### src/rtl/ascon_pkg.sv
// Shared types and helpers for the ASCON permutation control path.
package ascon_pkg;

  localparam int ASCON_MAX_ROUNDS = 12;

  typedef enum logic [1:0] {IDLE, ROUND, DONE} perm_state_e;
  typedef enum logic {PERM_A, PERM_B} perm_mode_e;

  // Round constant from the remaining-round count; each nibble wraps mod 16.
  function automatic logic [7:0] round_const(input logic [3:0] cnt);
    logic [3:0] hi;
    logic [3:0] lo;
    hi = 4'd3 + cnt;
    lo = 4'd12 - cnt;
    return {hi, lo};
  endfunction

endpackage

### src/rtl/ascon_perm_ctrl_if.sv
// Request, round-strobe and completion signals between the phase FSM,
// the round scheduler and the round datapath.
interface ascon_perm_ctrl_if;

  logic       start_valid_i;
  logic       start_ready_o;
  logic       mode_i;
  logic       abort_i;
  logic       stall_i;
  logic       round_en_o;
  logic       round_last_o;
  logic [7:0] rc_o;
  logic       busy_o;
  logic       done_valid_o;
  logic       done_ready_i;

  modport slave (
    input  start_valid_i, mode_i, abort_i, stall_i, done_ready_i,
    output start_ready_o, round_en_o, round_last_o, rc_o, busy_o, done_valid_o
  );

  modport master (
    output start_valid_i, mode_i, abort_i, stall_i, done_ready_i,
    input  start_ready_o, round_en_o, round_last_o, rc_o, busy_o, done_valid_o
  );

endinterface

### src/rtl/ascon_down_counter.sv
// Loadable down counter that saturates at zero; clear beats load beats decrement.
module ascon_down_counter #(
  parameter int WIDTH = 4
) (
  input  logic             clk,
  input  logic             rst_n,
  input  logic             clr_i,
  input  logic             load_i,
  input  logic [WIDTH-1:0] load_val_i,
  input  logic             en_i,
  output logic [WIDTH-1:0] count_o,
  output logic             zero_o
);

  assign zero_o = (count_o == '0);

  // NOTE: sequential state uses non-blocking assignments so every flop samples pre-edge values.
  always_ff @(posedge clk or negedge rst_n) begin
    if (!rst_n) begin
      count_o <= '0;
    end else if (clr_i) begin
      count_o <= '0;
    end else if (load_i) begin
      count_o <= load_val_i;
    end else if (en_i && !zero_o) begin
      count_o <= count_o - 1'b1;
    end
  end

endmodule

### src/rtl/ascon_perm_ctrl.sv
// Round scheduler for the ASCON permutation: accepts p^a/p^b requests, strobes
// one round enable plus round constant per round, and hands back a done token.
module ascon_perm_ctrl
  import ascon_pkg::*;
#(
  parameter int PA_ROUNDS = 12,
  parameter int PB_ROUNDS = 6,
  parameter int CNT_W     = 4
) (
  input logic               clk,
  input logic               rst,
  ascon_perm_ctrl_if.slave  bus
);

  perm_state_e      state;
  perm_state_e      state_n;
  logic [CNT_W-1:0] count;
  logic [CNT_W-1:0] load_val;
  logic             cnt_zero;
  logic             rst_n;
  logic             accept;
  logic             round_en;
  logic             round_last;
  logic             start_ready;
  logic             done_valid;
  logic [7:0]       rc;

  assign rst_n    = ~rst;
  assign load_val = (perm_mode_e'(bus.mode_i) == PERM_B) ? CNT_W'(PB_ROUNDS)
                                                         : CNT_W'(PA_ROUNDS);

  ascon_down_counter #(.WIDTH(CNT_W)) u_cnt (
    .clk        (clk),
    .rst_n      (rst_n),
    .clr_i      (bus.abort_i),
    .load_i     (accept),
    .load_val_i (load_val),
    .en_i       (round_en),
    .count_o    (count),
    .zero_o     (cnt_zero)
  );

  always_ff @(posedge clk or posedge rst) begin
    if (rst) state <= IDLE;
    else     state <= state_n;
  end

  // NOTE: every output of this block gets a default first, so no path infers a latch.
  always_comb begin
    state_n     = state;
    accept      = 1'b0;
    start_ready = 1'b0;
    round_en    = 1'b0;
    round_last  = 1'b0;
    done_valid  = 1'b0;
    rc          = 8'h00;
    unique case (state)
      IDLE: begin
        start_ready = 1'b1;
        if (bus.start_valid_i) begin
          accept  = 1'b1;
          state_n = ROUND;
        end
      end
      ROUND: begin
        // The zero guard only matters for an illegal zero-round load.
        round_en   = !bus.stall_i && !cnt_zero;
        round_last = (count == CNT_W'(1));
        rc         = round_const(count[3:0]);
        if (round_en && round_last) state_n = DONE;
      end
      DONE: begin
        done_valid = 1'b1;
        if (bus.done_ready_i) state_n = IDLE;
      end
      default: state_n = IDLE;
    endcase
    // Abort overrides every other event, including a pending done.
    if (bus.abort_i) begin
      state_n    = IDLE;
      accept     = 1'b0;
      round_en   = 1'b0;
      done_valid = 1'b0;
    end
  end

  assign bus.start_ready_o = start_ready;
  assign bus.round_en_o    = round_en;
  assign bus.round_last_o  = round_last;
  assign bus.rc_o          = rc;
  assign bus.busy_o        = (state != IDLE);
  assign bus.done_valid_o  = done_valid;

endmodule

### src/flat_wrapper.sv
// flat-port wrapper written by rule: the top's interface ports become plain ports
module ascon_perm_ctrl_flat import ascon_pkg::*;
#(
  parameter int PA_ROUNDS = 12,
  parameter int PB_ROUNDS = 6,
  parameter int CNT_W     = 4
)
  (clk, rst, bus_start_valid_i, bus_mode_i, bus_abort_i, bus_stall_i, bus_done_ready_i, bus_start_ready_o, bus_round_en_o, bus_round_last_o, bus_rc_o, bus_busy_o, bus_done_valid_o);
  ascon_perm_ctrl_if bus_i ();
  input logic clk;
  input logic rst;
  input wire logic [$bits(bus_i.start_valid_i)-1:0] bus_start_valid_i;
  input wire logic [$bits(bus_i.mode_i)-1:0] bus_mode_i;
  input wire logic [$bits(bus_i.abort_i)-1:0] bus_abort_i;
  input wire logic [$bits(bus_i.stall_i)-1:0] bus_stall_i;
  input wire logic [$bits(bus_i.done_ready_i)-1:0] bus_done_ready_i;
  output wire logic [$bits(bus_i.start_ready_o)-1:0] bus_start_ready_o;
  output wire logic [$bits(bus_i.round_en_o)-1:0] bus_round_en_o;
  output wire logic [$bits(bus_i.round_last_o)-1:0] bus_round_last_o;
  output wire logic [$bits(bus_i.rc_o)-1:0] bus_rc_o;
  output wire logic [$bits(bus_i.busy_o)-1:0] bus_busy_o;
  output wire logic [$bits(bus_i.done_valid_o)-1:0] bus_done_valid_o;
  assign bus_i.start_valid_i = bus_start_valid_i;
  assign bus_i.mode_i = bus_mode_i;
  assign bus_i.abort_i = bus_abort_i;
  assign bus_i.stall_i = bus_stall_i;
  assign bus_i.done_ready_i = bus_done_ready_i;
  assign bus_start_ready_o = bus_i.start_ready_o;
  assign bus_round_en_o = bus_i.round_en_o;
  assign bus_round_last_o = bus_i.round_last_o;
  assign bus_rc_o = bus_i.rc_o;
  assign bus_busy_o = bus_i.busy_o;
  assign bus_done_valid_o = bus_i.done_valid_o;
  ascon_perm_ctrl #(.PA_ROUNDS(PA_ROUNDS), .PB_ROUNDS(PB_ROUNDS), .CNT_W(CNT_W)) u_core (.clk(clk), .rst(rst), .bus(bus_i));
endmodule
### config.mk
export PLATFORM = sky130hd
export DESIGN_NAME = ascon_perm_ctrl_flat
export DESIGN_NICKNAME = d
export VERILOG_FILES = /design/src/rtl/ascon_pkg.sv /design/src/rtl/ascon_perm_ctrl_if.sv /design/src/rtl/ascon_down_counter.sv /design/src/rtl/ascon_perm_ctrl.sv /design/src/flat_wrapper.sv
export SDC_FILE = /design/constraint.sdc
export NUM_CORES = 1
export LEC_CHECK = 0
export CAP_MARGIN = 20
export CORE_AREA = 2 2 39 41
export DETAILED_ROUTE_END_ITERATION = 10
export DIE_AREA = 0 0 41 43
export GPL_ROUTABILITY_DRIVEN = 0
export PLACE_DENSITY = 0.75
export RECOVER_POWER = 50
export SKIP_CTS_REPAIR_TIMING = 1
export SYNTH_ARGS = -nofsm -noshare
export SYNTH_HDL_FRONTEND = slang
export SYNTH_SLANG_ARGS = --single-unit
export TNS_END_PERCENT = 20
### constraint.sdc
create_clock -name clk -period 2.04 [get_ports clk]
set_clock_uncertainty 0.1 [all_clocks]
set_input_delay 0.408 -clock clk [delete_from_list [all_inputs] [get_ports clk]]
set_output_delay 0.408 -clock clk [all_outputs]
set_load 0.05 [all_outputs]
== Word level (Yosys, flattened, before mapping) ==
Index checks and enable logic that the tools add are counted.
Widths: inputs -> output; s select.

* Register bits after elaboration: 6
* Word-level logic and storage cells: 40

* Add/subtract/negate cells: 3
* Equal/unequal tests: 6
* Mux-type cells: 19
* Reduce and logical (&&, ||, !) cells: 10

{| class="wikitable"
|+ Operators by type and width
! kind !! count
|-
| $mux 4 || 4
|-
| $mux 1 || 9
|-
| $mux 2 || 4
|-
| $mux 8 || 1
|-
| $ne 3x3->1 const B || 2
|-
| $pmux 2 s3 || 1
|-
| $add 2x4->4 const A || 1
|-
| $eq 4x1->1 const B || 1
|-
| $logic_not 4->1 || 1
|-
| $sub 4x1->4 const B || 1
|-
| $sub 4x4->4 const A || 1
|-
| $logic_and 1x1->1 || 3
|-
| $ne 3x2->1 const B || 1
|-
| $reduce_and 3->1 || 1
|-
| $reduce_bool 3->1 || 1
|-
| $eq 2x1->1 const B || 1
|-
| $eq 2x2->1 const B || 1
|-
| $logic_not 1->1 || 2
|-
| $logic_not 2->1 || 1
|-
| $reduce_bool 2->1 || 1
|}

== Logic depth before layout (Yosys ltp) ==
Gate-level depths: netlist (run 1).

* Depth after elaboration: 9
* Depth in mapped cells: 6
* Depth with buffers taken out: 6

== By module ==
Synthesis (run 1) repeated with hierarchy kept, for this count alone.

* Cells, all modules: 72
* Area, all modules: 600.6 µm²

{| class="wikitable"
|+ By module, submodules not included
! module !! times used !! cells each !! area an instance (µm²) !! seq. area each (µm²)
|-
| ascon_perm_ctrl || 1 || 41 || 307.8 || 50.0
|-
| ascon_down_counter || 1 || 31 || 292.8 || 100.1
|}

== Worst setup path after synthesis (run 1) ==
No wires, ideal clock.

* Path kind: flip-flop to output port
* Start point: reg u_core.u_cnt.count_o[0]
* End point: out bus_round_en_o
* Arrival: 2.363 ns
* Data required time: 1.532 ns
* Path slack: -0.831 ns
* Cell stages (with the launch flop): 5
* Buffers on the path: 0
* Cell sequence: dfrtp_1 inv_1 ha_1 nor3b_1 nor4_1

* Longest elaborated chain between the ends: 5

{| class="wikitable"
|+ RTL lines
! item !! line !! source
|-
| from (decl) || ascon_down_counter.sv:11 || <nowiki>output logic [WIDTH-1:0] count_o,</nowiki>
|-
| from (signal assigned) || ascon_down_counter.sv:24 || <nowiki>count_o <= load_val_i;</nowiki>
|-
| from (signal assigned) || ascon_down_counter.sv:26 || <nowiki>count_o <= count_o - 1'b1;</nowiki>
|-
| $logic_not 4->1 || ascon_down_counter.sv:15 || <nowiki>assign zero_o = (count_o == '0);</nowiki>
|-
| $logic_not 1->1 || ascon_perm_ctrl.sv:67 || <nowiki>round_en = !bus.stall_i && !cnt_zero;</nowiki>
|-
| $logic_and 1x1->1 || ascon_perm_ctrl.sv:67 ||
|-
| $mux 1 || ascon_perm_ctrl.sv:57 || <nowiki>unique case (state)</nowiki>
|-
| $mux 1 || ascon_perm_ctrl.sv:79 || <nowiki>if (bus.abort_i) begin</nowiki>
|-
| to (decl) || flat_wrapper.sv:18 || <nowiki>output wire logic [$bits(bus_i.round_en_o)-1:0] bus_round_en_o;</nowiki>
|}

No other way between the ends.

== Worst setup path in the final report (run 1) ==
* Start point: reg u_core.u_cnt.count_o[1]
* End point: out bus_round_en_o

Same word-level chain as after synthesis.

==> flow_summary.ini, run 1 <==
[placed_design]
dp.cells = 110
pre_cts_ws_ns = -0.0310
dpl_cell_area_um2 = 938
io_buffers = 19
dp_hpwl_mm = 1.10

[global_routing]
grt_pass1_vias = 568
grt_max_degree = 13
gr-total-overflow = 0
grt_pass1_wl_mm = 2.30
antenna_found_initial = 0
track_usage = 0.196

[clock_tree]
clock_latency_ns = 0.23
cts_tree = yes
clock_sinks = 6
path_clk_slew_ns = 0.04
numCtsBuffers = 3
max-clock-path-buffers = 2
cts_root_buf = clkbuf_4
htree_levels = 1

[final_layout]
nets = 111
fin_area_mm2 = 0.00100
drive_above_1_share = 0.410
final_cells = 116
final_util = 0.725
syn_to_final_growth_pct = 88.3
num-fill-cells = 98
diodes = 0

[die]
io_pins = 20
dieHeight_um = 43
die_w_um = 41
coreArea_mm2 = 0.00138
die-area_mm2 = 0.00176
initial_core_util = 0.385
core.rowCount = 14

[logic_synthesis]
ys_warn_count = 0
synthFlopType = dfrtp_1
ys_seq_area_frac = 0.282
syn_nets = 76
synth.distinct_cells = 32
ys_ff_latch = 6
synth_cells = 67
syn_area_um2 = 533
avgSynthCellArea_um2 = 7.96
synth_edf_count = 0
async_flop_share = 1.00

[timing]
period_share = 0.978
fmax_mhz = 501
worst_pin_slew_ns = 0.495
rsz0062_at_grt = yes
hold_viol_final = 0
setup_ws_ns = 0.0443
slew_violations = 0
setup_viol = 0
slew_headroom = 0.669
fin_crit_ns = 2.00

[drt]
drt_iter0_markers = 11
antenna_left = 0
drc = 0
vias_per_cell = 5.23
vias = 607
routed_wl_mm = 1.45
drtPass1Iterations = 4
routedWlPerCell_um = 12.5

[setup_path]
cp-startpoint = u_core.u_cnt.count_o[1]
critPathArrivalTime_ns = 1.49
cp-start-kind = register
end_kind = primary output
cp_max_fo = 4
worstPathRequired_ns = 1.53
path_class = reg2out
r2r-start = u_core.u_cnt.count_o[1]

[job]
maxCapViolCount = 0

[pwr]
p_leak_uw = 0.000456
ir_drop_uv = 458
powerDensity_mw_per_mm2 = 692

[run_status]
status = finished clean

[worst_hold_path]
min_path_type = in2async
==> cell usage after synthesis (all sizes together), types with 2 or more instances <==
library cell  number  area [um2]
a21oi              3        15.0
nor2b              2        12.5
nor2              16        62.6
nor4               2        12.5
nand2b             2        12.5
inv                6        22.5
buf                2        16.3
o21ai              5        28.8
ha                 2        25.0
o21a               2        15.0
dfrtp              6         150
xnor2              2        17.5
==> cell usage in the layout (no fill, tap or decap), types with 3 or more instances in the layout <==
master,count
nor2_1,15
o21ai_0,3
buf_12,11
a21oi_1,3
dfrtp_1,6
inv_1,4
clkbuf_4,4
buf_4,13
clkdlybuf4s50_1,4
==> final timing paths <==
check                                           to  slack (ns)  depth (start not counted)
min in group clk                   u_core.state[1]        0.44                          3
hold reg to reg            u_core.u_cnt.count_o[1]        0.60                          3
hold / removal             u_core.u_cnt.count_o[0]        0.41                          2
setup / recovery                    bus_round_en_o        0.04                          5
max in group asynchronous          u_core.state[0]        1.25                          2
setup reg to reg           u_core.u_cnt.count_o[1]        0.17                          7
==> critical path, cell delays in order, from the launching register on <==
cell	delay, ns
dfrtp_1	0.35
inv_2	0.07
ha_4	0.17
nor3b_4	0.16
nor4_4	0.33
buf_12	0.18
==> cell type report <==
class | instances | area, um2 | area share
Tap cell | 16 | 20.0 | 0.0200
Clock buffer | 3 | 22.5 | 0.0224
Multi-Input combinational cell | 52 | 384 | 0.383
Timing Repair Buffer | 33 | 404 | 0.403
Sequential cell | 6 | 150 | 0.150
Inverter | 6 | 22.5 | 0.0224
==> per-stage QoR <==
| step | power, uW | hold WS, ns | TNS (ns) |
|---|---|---|---|
| finish | 695 | 0.412 | 0 |
| global placement | 555 | 0.520 | 0 |
| detailed placement | 561 | 0.524 | -0.0310 |
| CTS | 668 | 0.269 | -0.136 |
| floorplan | 384 | 0.0990 | -0.136 |
| global route | 742 | 0.446 | -0.0655 |
==> where the power goes <==
group	leakage, uW	switching (uW)	internal (uW)	total (uW)
clock	0.0000138	34.8	66.0	101
combinational	0.000362	227	215	442
sequential	0.0000796	19.6	133	152
==> state kept, by name (all words and copies together), names as in the netlist <==
signal / flops
u_core.state: 2
u_core.u_cnt.count_o: 4
==> metal layers <==
metal | track usage | share of wire | vias up
met1 | 0.251 | 0.42 | 283
met4 | 0.167 | 0.0097 | 0
met3 | 0.0471 | 0.030 | 2
met2 | 0.263 | 0.54 | 17
met5 | 0 | 0 | -
li1 | - | - | 305
==> cell families after synthesis <==
logic type / count (synthesis) / synth area share
AOI/OAI and AO/OA: 17 / 0.223
and+or+nand+nor: 31 / 0.336
adders and majority gates: 2 / 0.0469
DFF: 6 / 0.282
buffers and inverters: 9 / 0.0798
xor gates and xnor gates: 2 / 0.0329
Power figures use the tool's default switching activity.
==> inputs of run 2 (changes only) <==
--- a/constraint.sdc
+++ b/constraint.sdc
@@ -4,2 +4,2 @@
 set_output_delay 0.408 -clock clk [all_outputs]
-set_load 0.05 [all_outputs]
+set_load 0.02 [all_outputs]
==> run 2 against run 1 <==
Effect of this change: sequential share of layout area rose by 1.7 points; combinational power decreased by 27%; critical path depth increased by 3; via count rose by 4.6%; sequential power is 3% lower; design area shrank 10%; setup slack gained 0.023 ns; clock power increased by 4%; highest routed layer unchanged; first-iteration DRC count shrank 9.1%; utilization down 7.2 points; wire length increased by 0.14%; clock-buffer cell count is the same.
==> flow_summary.ini, run 2 (same netlist as run 1, synthesis figures left out) <==
[run_status]
status = finished clean

[final_layout]
largest_register = u_core.u_cnt.count_o
drive_above_1_share = 0.314
final_cell_mix = buf_4 (18), nor2_1 (15), dlymetal6s2s_1 (10)
final_util = 0.653
nets = 113
syn_to_final_growth_pct = 69.5
largest_reg_flops = 4
fin_area_um2 = 903
num-fill-cells = 128
mostFrequentLayoutCell = buf_4
top_regs = u_core.u_cnt.count_o: 4 flops, u_core.state: 2 flops
final_cells = 118
diodes = 0

[die]
dieHeight_um = 43
io_pins = 20
coreArea_mm2 = 0.00138
core.rowCount = 14
initial_core_util = 0.385
die_w_um = 41
die-area_mm2 = 0.00176

[setup_path]
cp-start-kind = register
path_class = reg2reg
crit_family = compound AO/OA/AOI/OAI gates
critPathArrivalTime_ns = 2.00
worst-path-buf-inv = 3
critical_path.cell_chain = inv_1 > ha_2 > buf_4 > nor4bb_2 > a2111oi_1 > buf_4 > o21a_1 > a211oi_1
cp_slowest_cell = dfrtp_1
crit_path_frequent_cell = buf_4
worstPathRequired_ns = 2.07
end_kind = register
cp_slowest_stage_delay_ns = 0.38
cp_max_fo = 3

[clock_tree]
cts_tree = yes
cts_root_buf = clkbuf_4
path_clk_slew_ns = 0.04
htree_levels = 1
clock_sinks = 6
numCtsBuffers = 3
max-clock-path-buffers = 2
clock_latency_ns = 0.24

[worst_hold_path]
min_path_type = in2async

[placed_design]
dpl_cell_area_um2 = 850
dp.cells = 115
pre_cts_ws_ns = -0.228
io_buffers = 19
dp_hpwl_mm = 1.12

[drt]
drt_iter0_markers = 10
vias_per_cell = 5.38
routedWlPerCell_um = 12.3
vias = 635
drtPass1Iterations = 4
antenna_left = 0
drc = 0
routed_wl_mm = 1.45

[pwr]
ir_drop_uv = 506
p_leak_uw = 0.000538
powerDensity_mw_per_mm2 = 636

[timing]
slew_violations = 0
rsz0062_at_grt = yes
hold_viol_final = 0
slew_headroom = 0.778
setup_ws_ns = 0.0673
worst_pin_slew_ns = 0.329
fin_crit_ns = 1.97
fmax_mhz = 507
period_share = 0.967
setup_viol = 0

[global_routing]
grt_pass1_wl_mm = 2.36
gr-total-overflow = 0
grt_max_degree = 10
track_usage = 0.195
grt_pass1_vias = 561
antenna_found_initial = 0

[job]
maxCapViolCount = 0
run 2: through the flow:
step | TNS, ns | total power, uW | hold WS [ns]
after CTS | -3.07 | 576 | 0.275
after global placement | -0.785 | 462 | 0.527
after detailed placement | -0.864 | 466 | 0.537
after floorplan | 0 | 319 | 0.0990
final | 0 | 574 | 0.415
after global routing | -0.0441 | 621 | 0.445
run 2: cell type report:
class / count / area (um2) / share of cell area
clock buffer: 3 / 22.5 / 0.0249
tap: 16 / 20.0 / 0.0222
timing repair buffer: 35 / 325 / 0.360
multi-input combinational: 52 / 363 / 0.402
inverter: 6 / 22.5 / 0.0249
sequential: 6 / 150 / 0.166
run 2: final timing paths:
kind	start	to	slack, ns	depth (start not counted)
max	u_core.u_cnt.count_o[0]	u_core.u_cnt.count_o[1]	0.07	8
min	rst	u_core.u_cnt.count_o[0]	0.42	2
max reg2reg	u_core.u_cnt.count_o[0]	u_core.u_cnt.count_o[1]	0.07	8
min reg2reg	u_core.u_cnt.count_o[3]	u_core.u_cnt.count_o[3]	0.58	2
max in group asynchronous	rst	u_core.state[0]	1.24	2
min in group clk	u_core.u_cnt.count_o[3]	u_core.u_cnt.count_o[3]	0.58	2
run 2: metal layers:
| layer | vias up | part of all wire | routed length (um) | GRT usage |
|---|---|---|---|---|
| met5 | - | 0 | 0 | 0 |
| met4 | 0 | 0.023 | 34 | 0.0800 |
| met3 | 4 | 0.061 | 89 | 0.0681 |
| met2 | 21 | 0.53 | 763 | 0.297 |
| met1 | 299 | 0.39 | 564 | 0.240 |
| li1 | 311 | - | - | - |
run 2: report_power, final:
group	internal [uW]	switching (uW)	leakage [uW]	total, uW
clock	66.2	38.3	0.0000138	105
combinational	170	152	0.000445	322
sequential	133	15.6	0.0000796	148
total	369	206	0.000538	574
run 2: worst reg2reg max path: cells and delay by family, from the launching register on:
family          cells  cell delay [ns]
compound gates      3             0.47
simple gates        1             0.36
buf+inv             3             0.36
fa+ha+maj           1             0.20
flops               1             0.38
==> inputs of run 3 (changes only) <==
CAP_MARGIN = not set   (was 20)
==> results of run 3 <==
Same layout as run 2: the final DEF is identical, and so are final timing and power.
